`src/rtl/serial_add_pkg.sv`:
```
// Shared types and constants for the serial nibble adder controller.
package serial_add_pkg;

  // Width of one serial digit processed per RUN cycle.
  localparam int NIB_W = 4;

  // Controller states: waiting for operands, rippling nibbles, holding the result.
  typedef enum logic [1:0] {
    IDLE = 2'd0,
    RUN  = 2'd1,
    DONE = 2'd2
  } state_e;

endpackage

```
`src/rtl/add4_core.sv`:
```
// Combinational 4-bit adder slice with carry in/out, reused for every nibble.
module add4_core (
  input  logic [3:0] a,
  input  logic [3:0] b,
  input  logic       ci,
  output logic [3:0] s,
  output logic       co
);

  // Full 5-bit sum; the top bit is the carry into the next nibble.
  assign {co, s} = {1'b0, a} + {1'b0, b} + {4'b0000, ci};

endmodule

```
`src/rtl/serial_nibble_add_ctrl.sv`:
```
// Serial nibble-at-a-time adder controller (IDLE -> RUN -> DONE).
// Optional macro SERIAL_ADD_SUB_EN: when defined, a latched sub=1 computes
// a + ~b + carry_in (carry_in=1 gives a-b, carry_out=1 means no borrow).
// Without it the sub port is present but has no effect.
// Handshakes: a transfer happens on a rising edge where valid && ready are
// both high; the producer holds its data while valid is high and not taken.
module serial_nibble_add_ctrl
  import serial_add_pkg::*;
#(
  parameter int NIBBLES = 4
) (
  input  logic                   clk,
  input  logic                   rst_n,
  input  logic                   in_valid,
  output logic                   in_ready,
  input  logic [NIB_W*NIBBLES-1:0] a,
  input  logic [NIB_W*NIBBLES-1:0] b,
  input  logic                   carry_in,
  input  logic                   sub,
  output logic                   out_valid,
  input  logic                   out_ready,
  output logic [NIB_W*NIBBLES-1:0] sum,
  output logic                   carry_out,
  output logic                   busy,
  output state_e                 dbg_state
);

  localparam int W    = NIB_W * NIBBLES;
  localparam int IDXW = (NIBBLES > 1) ? $clog2(NIBBLES) : 1;
  localparam logic [IDXW-1:0] LAST_IDX = IDXW'(NIBBLES - 1);

  state_e          state_q, state_d;
  logic [IDXW-1:0] idx_q, idx_d;
  logic [W-1:0]    a_q, a_d;
  logic [W-1:0]    b_q, b_d;
  logic [W-1:0]    sum_q, sum_d;
  logic            carry_q, carry_d;
  logic            cout_q, cout_d;
  logic            sub_q, sub_d;

  logic [NIB_W-1:0] nib_a, nib_b, nib_s;
  logic             nib_co;

  // Select the current nibble; subtraction inverts the b operand.
  assign nib_a = a_q[{idx_q, 2'b00} +: NIB_W];
`ifdef SERIAL_ADD_SUB_EN
  assign nib_b = b_q[{idx_q, 2'b00} +: NIB_W] ^ {NIB_W{sub_q}};
`else
  logic unused_sub;
  assign unused_sub = sub_q;
  assign nib_b = b_q[{idx_q, 2'b00} +: NIB_W];
`endif

  add4_core u_add4 (
    .a  (nib_a),
    .b  (nib_b),
    .ci (carry_q),
    .s  (nib_s),
    .co (nib_co)
  );

  // Next-state logic: accept in IDLE, ripple one nibble per cycle in RUN, hold in DONE.
  always_comb begin
    state_d = state_q;
    idx_d   = idx_q;
    a_d     = a_q;
    b_d     = b_q;
    sum_d   = sum_q;
    carry_d = carry_q;
    cout_d  = cout_q;
    sub_d   = sub_q;
    case (state_q)
      IDLE: begin
        if (in_valid) begin
          a_d     = a;
          b_d     = b;
          carry_d = carry_in;
`ifdef SERIAL_ADD_SUB_EN
          sub_d   = sub;
`else
          sub_d   = 1'b0;
`endif
          idx_d   = '0;
          state_d = RUN;
        end
      end
      RUN: begin
        sum_d[{idx_q, 2'b00} +: NIB_W] = nib_s;
        carry_d = nib_co;
        idx_d   = idx_q + IDXW'(1);
        if (idx_q == LAST_IDX) begin
          cout_d  = nib_co;
          idx_d   = '0;
          state_d = DONE;
        end
      end
      DONE: begin
        if (out_ready) state_d = IDLE;
      end
      default: state_d = IDLE;
    endcase
  end

  // State and datapath registers; reset aborts any operation in flight.
  always_ff @(posedge clk or negedge rst_n) begin
    if (!rst_n) begin
      state_q <= IDLE;
      idx_q   <= '0;
      a_q     <= '0;
      b_q     <= '0;
      sum_q   <= '0;
      carry_q <= 1'b0;
      cout_q  <= 1'b0;
      sub_q   <= 1'b0;
    end else begin
      state_q <= state_d;
      idx_q   <= idx_d;
      a_q     <= a_d;
      b_q     <= b_d;
      sum_q   <= sum_d;
      carry_q <= carry_d;
      cout_q  <= cout_d;
      sub_q   <= sub_d;
    end
  end

  assign in_ready  = (state_q == IDLE);
  assign out_valid = (state_q == DONE);
  assign busy      = (state_q != IDLE);
  assign sum       = sum_q;
  assign carry_out = cout_q;
  assign dbg_state = state_q;

  // sub is only latched when subtraction is built in.
`ifndef SERIAL_ADD_SUB_EN
  logic unused_sub_port;
  assign unused_sub_port = sub;
`endif

endmodule

```
`config.mk`:
```
export PLATFORM = sky130hd
export DESIGN_NAME = serial_nibble_add_ctrl
export DESIGN_NICKNAME = d
export VERILOG_FILES = /design/src/rtl/serial_add_pkg.sv /design/src/rtl/add4_core.sv /design/src/rtl/serial_nibble_add_ctrl.sv
export SDC_FILE = /design/constraint.sdc
export NUM_CORES = 1
export LEC_CHECK = 0
export ABC_AREA = 0
export CAP_MARGIN = 20
export CORE_MARGIN = 5
export CORE_UTILIZATION = 54
export DETAILED_ROUTE_END_ITERATION = 10
export PLACE_DENSITY = 0.9
export SLEW_MARGIN = 40
export SYNTH_ARGS = -nofsm -noshare
export SYNTH_HDL_FRONTEND = slang
export SYNTH_HIERARCHICAL = 1
export SYNTH_SLANG_ARGS = --single-unit
export TNS_END_PERCENT = 20
```
`constraint.sdc`:
```
create_clock -name clk -period 4.2 [get_ports clk]
set_input_delay 0.42 -clock clk [delete_from_list [all_inputs] [get_ports clk]]
set_output_delay 0.42 -clock clk [all_outputs]
set_load 0.01 [all_outputs]
```
==> summary.txt <==
run status: finished clean
routed len/inst: 16.1 µm
Async S/R FF share, synth: 100%
Worst Path Max Fanout: 15
Fin. Hold Viols: 0
Post-CTS Setup Bufs: 0
hold buffers post-CTS: 0
I/O pins: 60
WL final: 4930 µm
r2r setup slk: 1280 ps
DRT antenna net count: 0
TritonCTS clock tree: yes
Die Y: 80.1 µm
CP Launch Type: register
RD Place Congestion: 0.769
Setup Total Neg Slack: 0 ps
Starting Density: 55.8%
ant diodes: 0
H-tree levels: 2
Post-synth EDFFs: 0
PD cells: 825 nW/µm²
Post-Place Worst Slack: 1280 ps
worst setup path end: carry_out
clock sinks: 54
placed cell count: 300
Worst Setup Slack, final: 1280 ps
Slew headroom: 48.9%
flip-flop and latch count after synthesis: 54
Yosys cell types: 36
Adder-Cell Fraction of Synth Area: 5.28%
RSZ-0062 raised after global routing: no
ys flop type: dfrtp_1
crit path DAT: 3110 ps
Clock Pin Slew Worst Setup and Hold Paths: 80 ps
Worst EP required: 4390 ps
Least-Margin Pin Slew: 767 ps
largest family of logic cells by synthesized area: multiplexers
CTS Root Cell: clkbuf_8
Max-cap violations: 0
Synth Area in Compound Gates: 7.22%
Max rail drop VDD: 0.000436 V
R2R Path Start: idx_q[0]
share of layout cells above drive strength 1: 21.8%
core area: 4750 µm²
FP Rows: 25
Final Max Tran Viols: 0
Die X: 80.1 µm
area delta synth->final: 25.8%
Tcrit/Tclk final: 69.6%
leakage dissipation: 1.45 nW
skew final: 4.14 ps
Final Net Count: 288
antenna violations before repair: 0
XOR/XNOR Fraction of Synth Area: 0.660%
vias per cell: 5.33
synthesized cell area: 2650 µm²
first drt pass iteration count: 4
Final Non-Filler Cells: 306
GRT Util Overall: 17.3%
HPWL after detailed placement: 3730 µm
mux contribution to synthesized area: 24.8%
Post-Syn Instances: 182
class of the tightest hold or removal check: input port to asynchronous set/reset pin
first-pass GRT wire length: 8340 µm
Post-Synth Simple-Gate Area: 7.78%
via total after detailed routing: 1632
CP Capture Type: register
clock buffer count from CTS: 5
DRC viols: 0
PostCTS Resize Cnt: 0
Post-Syn Area per Cell: 14.6 µm²
sequential area share after synthesis: 50.9%
Synth warnings: 6
Min Clock Period, post-route: 2920 ps
fmax: 342 MHz
critical path class: register to register
vias in the first global route: 1682
largest net degree at the start of global routing: 55
clk buf depth: 2
Initial DRC Count: 74
R2R depth: 8
clock latency at the later pin of the worst-skew pair: 300 ps
gr ovfl total: 0
IO buf count: 58
FF-to-FF End: carry_out
syn_nets: 230
beginning of the critical path: idx_q[0]
# setup viols final: 0
Die Area: 6410 µm²
-- Yosys cell counts, types with 2 or more instances --
cell        n  share of area (%)
a22o_1      8                2.6
buf_2       2               0.38
buf_6       4                1.7
dfrtp_1    54                 51
fa_1        2                1.5
ha_1        8                3.8
inv_1       7               0.99
mux2_1      5                2.1
mux2_4     28                 16
mux4_2      8                6.8
nand2_1    13                1.8
nand2b_1    2               0.47
nand3_1     4               0.75
nand3b_1    2               0.57
nor2_1      2               0.28
nor2b_1     2               0.47
nor4_2      2               0.94
o21ai_0     2               0.38
o21ai_1     5               0.94
o2bb2ai_1   4                1.3
o31ai_1     2               0.57
xnor2_1     2               0.66
-- kinds of logic (layout without fill, tap and decap cells) --
group,after synthesis,in the layout
AOI/OAI and AO/OA,26,26
DFF,54,54
adders and majority gates,10,10
buffers and inverters,15,72
muxes,41,41
xor gates and xnor gates,2,2
and+or+nand+nor,34,34
-- worst max-delay path, stage by stage, from the launching register on --
cell	delay (ps)
dfrtp_1	850
mux4_2	640
fa_1	450
inv_1	80
fa_1	200
nor2b_1	50
o21ai_0	150
nand2b_1	110
mux2_1	290
-- metal layers --
| layer | GRT usage, % | wire length, µm | vias up |
|---|---|---|---|
| met4 | 6.76 | 100 | 0 |
| met1 | 21.9 | 2130 | 788 |
| met2 | 28.1 | 2390 | 61 |
| li1 | - | - | 773 |
| met5 | 0 | 0 | - |
| met3 | 4.82 | 308 | 10 |
-- where the power goes --
| group | leakage [nW] | switching [mW] | internal (mW) |
|---|---|---|---|
| Sequential | 0.672 | 0.192 | 0.757 |
| Combinational | 0.731 | 0.709 | 0.818 |
| Clock | 0.0431 | 0.152 | 0.127 |
-- metrics by stage --
| stage | power (mW) | hold WS, ps | utilization [%] | instance area, µm² |
|---|---|---|---|---|
| 5_1_grt | 2.96 | 188 | 70.2 | 3340 |
| 3_5_place_dp | 2.49 | 475 | 68.5 | 3260 |
| 6_report | 2.75 | 133 | 70.2 | 3340 |
| 3_3_place_gp | 2.42 | 464 | 68.4 | 3250 |
| 2_1_floorplan | 2.03 | 124 | - | 2650 |
| 4_1_cts | 2.78 | 151 | 70.2 | 3340 |
-- worst min-delay path by stage --
stage	startpoint	end	slack, ps
floorplan	rst_n	a_q[0]	120
global placement	b_q[3]	b_q[3]	460
detailed placement	b_q[0]	b_q[0]	470
CTS	rst_n	dbg_state[1]	150
global route	rst_n	dbg_state[1]	190
finish	rst_n	a_q[0]	130
-- placed cells by master (no fill, tap or decap), types with 4 or more instances in the layout --
cell type and n:
mux2_1 5, o2bb2ai_1 4, clkbuf_8 6, o21ai_1 5, inv_1 7, clkdlybuf4s50_1 57
dfrtp_1 54, mux4_2 8, mux2_4 28, ha_1 8, a22o_1 8, nand3_1 4
nand2_1 13
-- sequential cells by signal, summed over array words and instances, names as in the netlist --
signal     flops
a_q           16
b_q           16
sum           16
dbg_state      2
idx_q          2
carry_out      1
carry_q        1
-- area by class of cell --
class | instances | area, µm²
flip-flops and latches | 54 | 1350
inverters | 8 | 30.0
repair buffers | 58 | 578
fillers | 341 | 1420
well taps | 67 | 83.8
clock buffers | 6 | 82.6
multi-input cells | 113 | 1210
No activity file was read; power rests on OpenSTA's default activity.
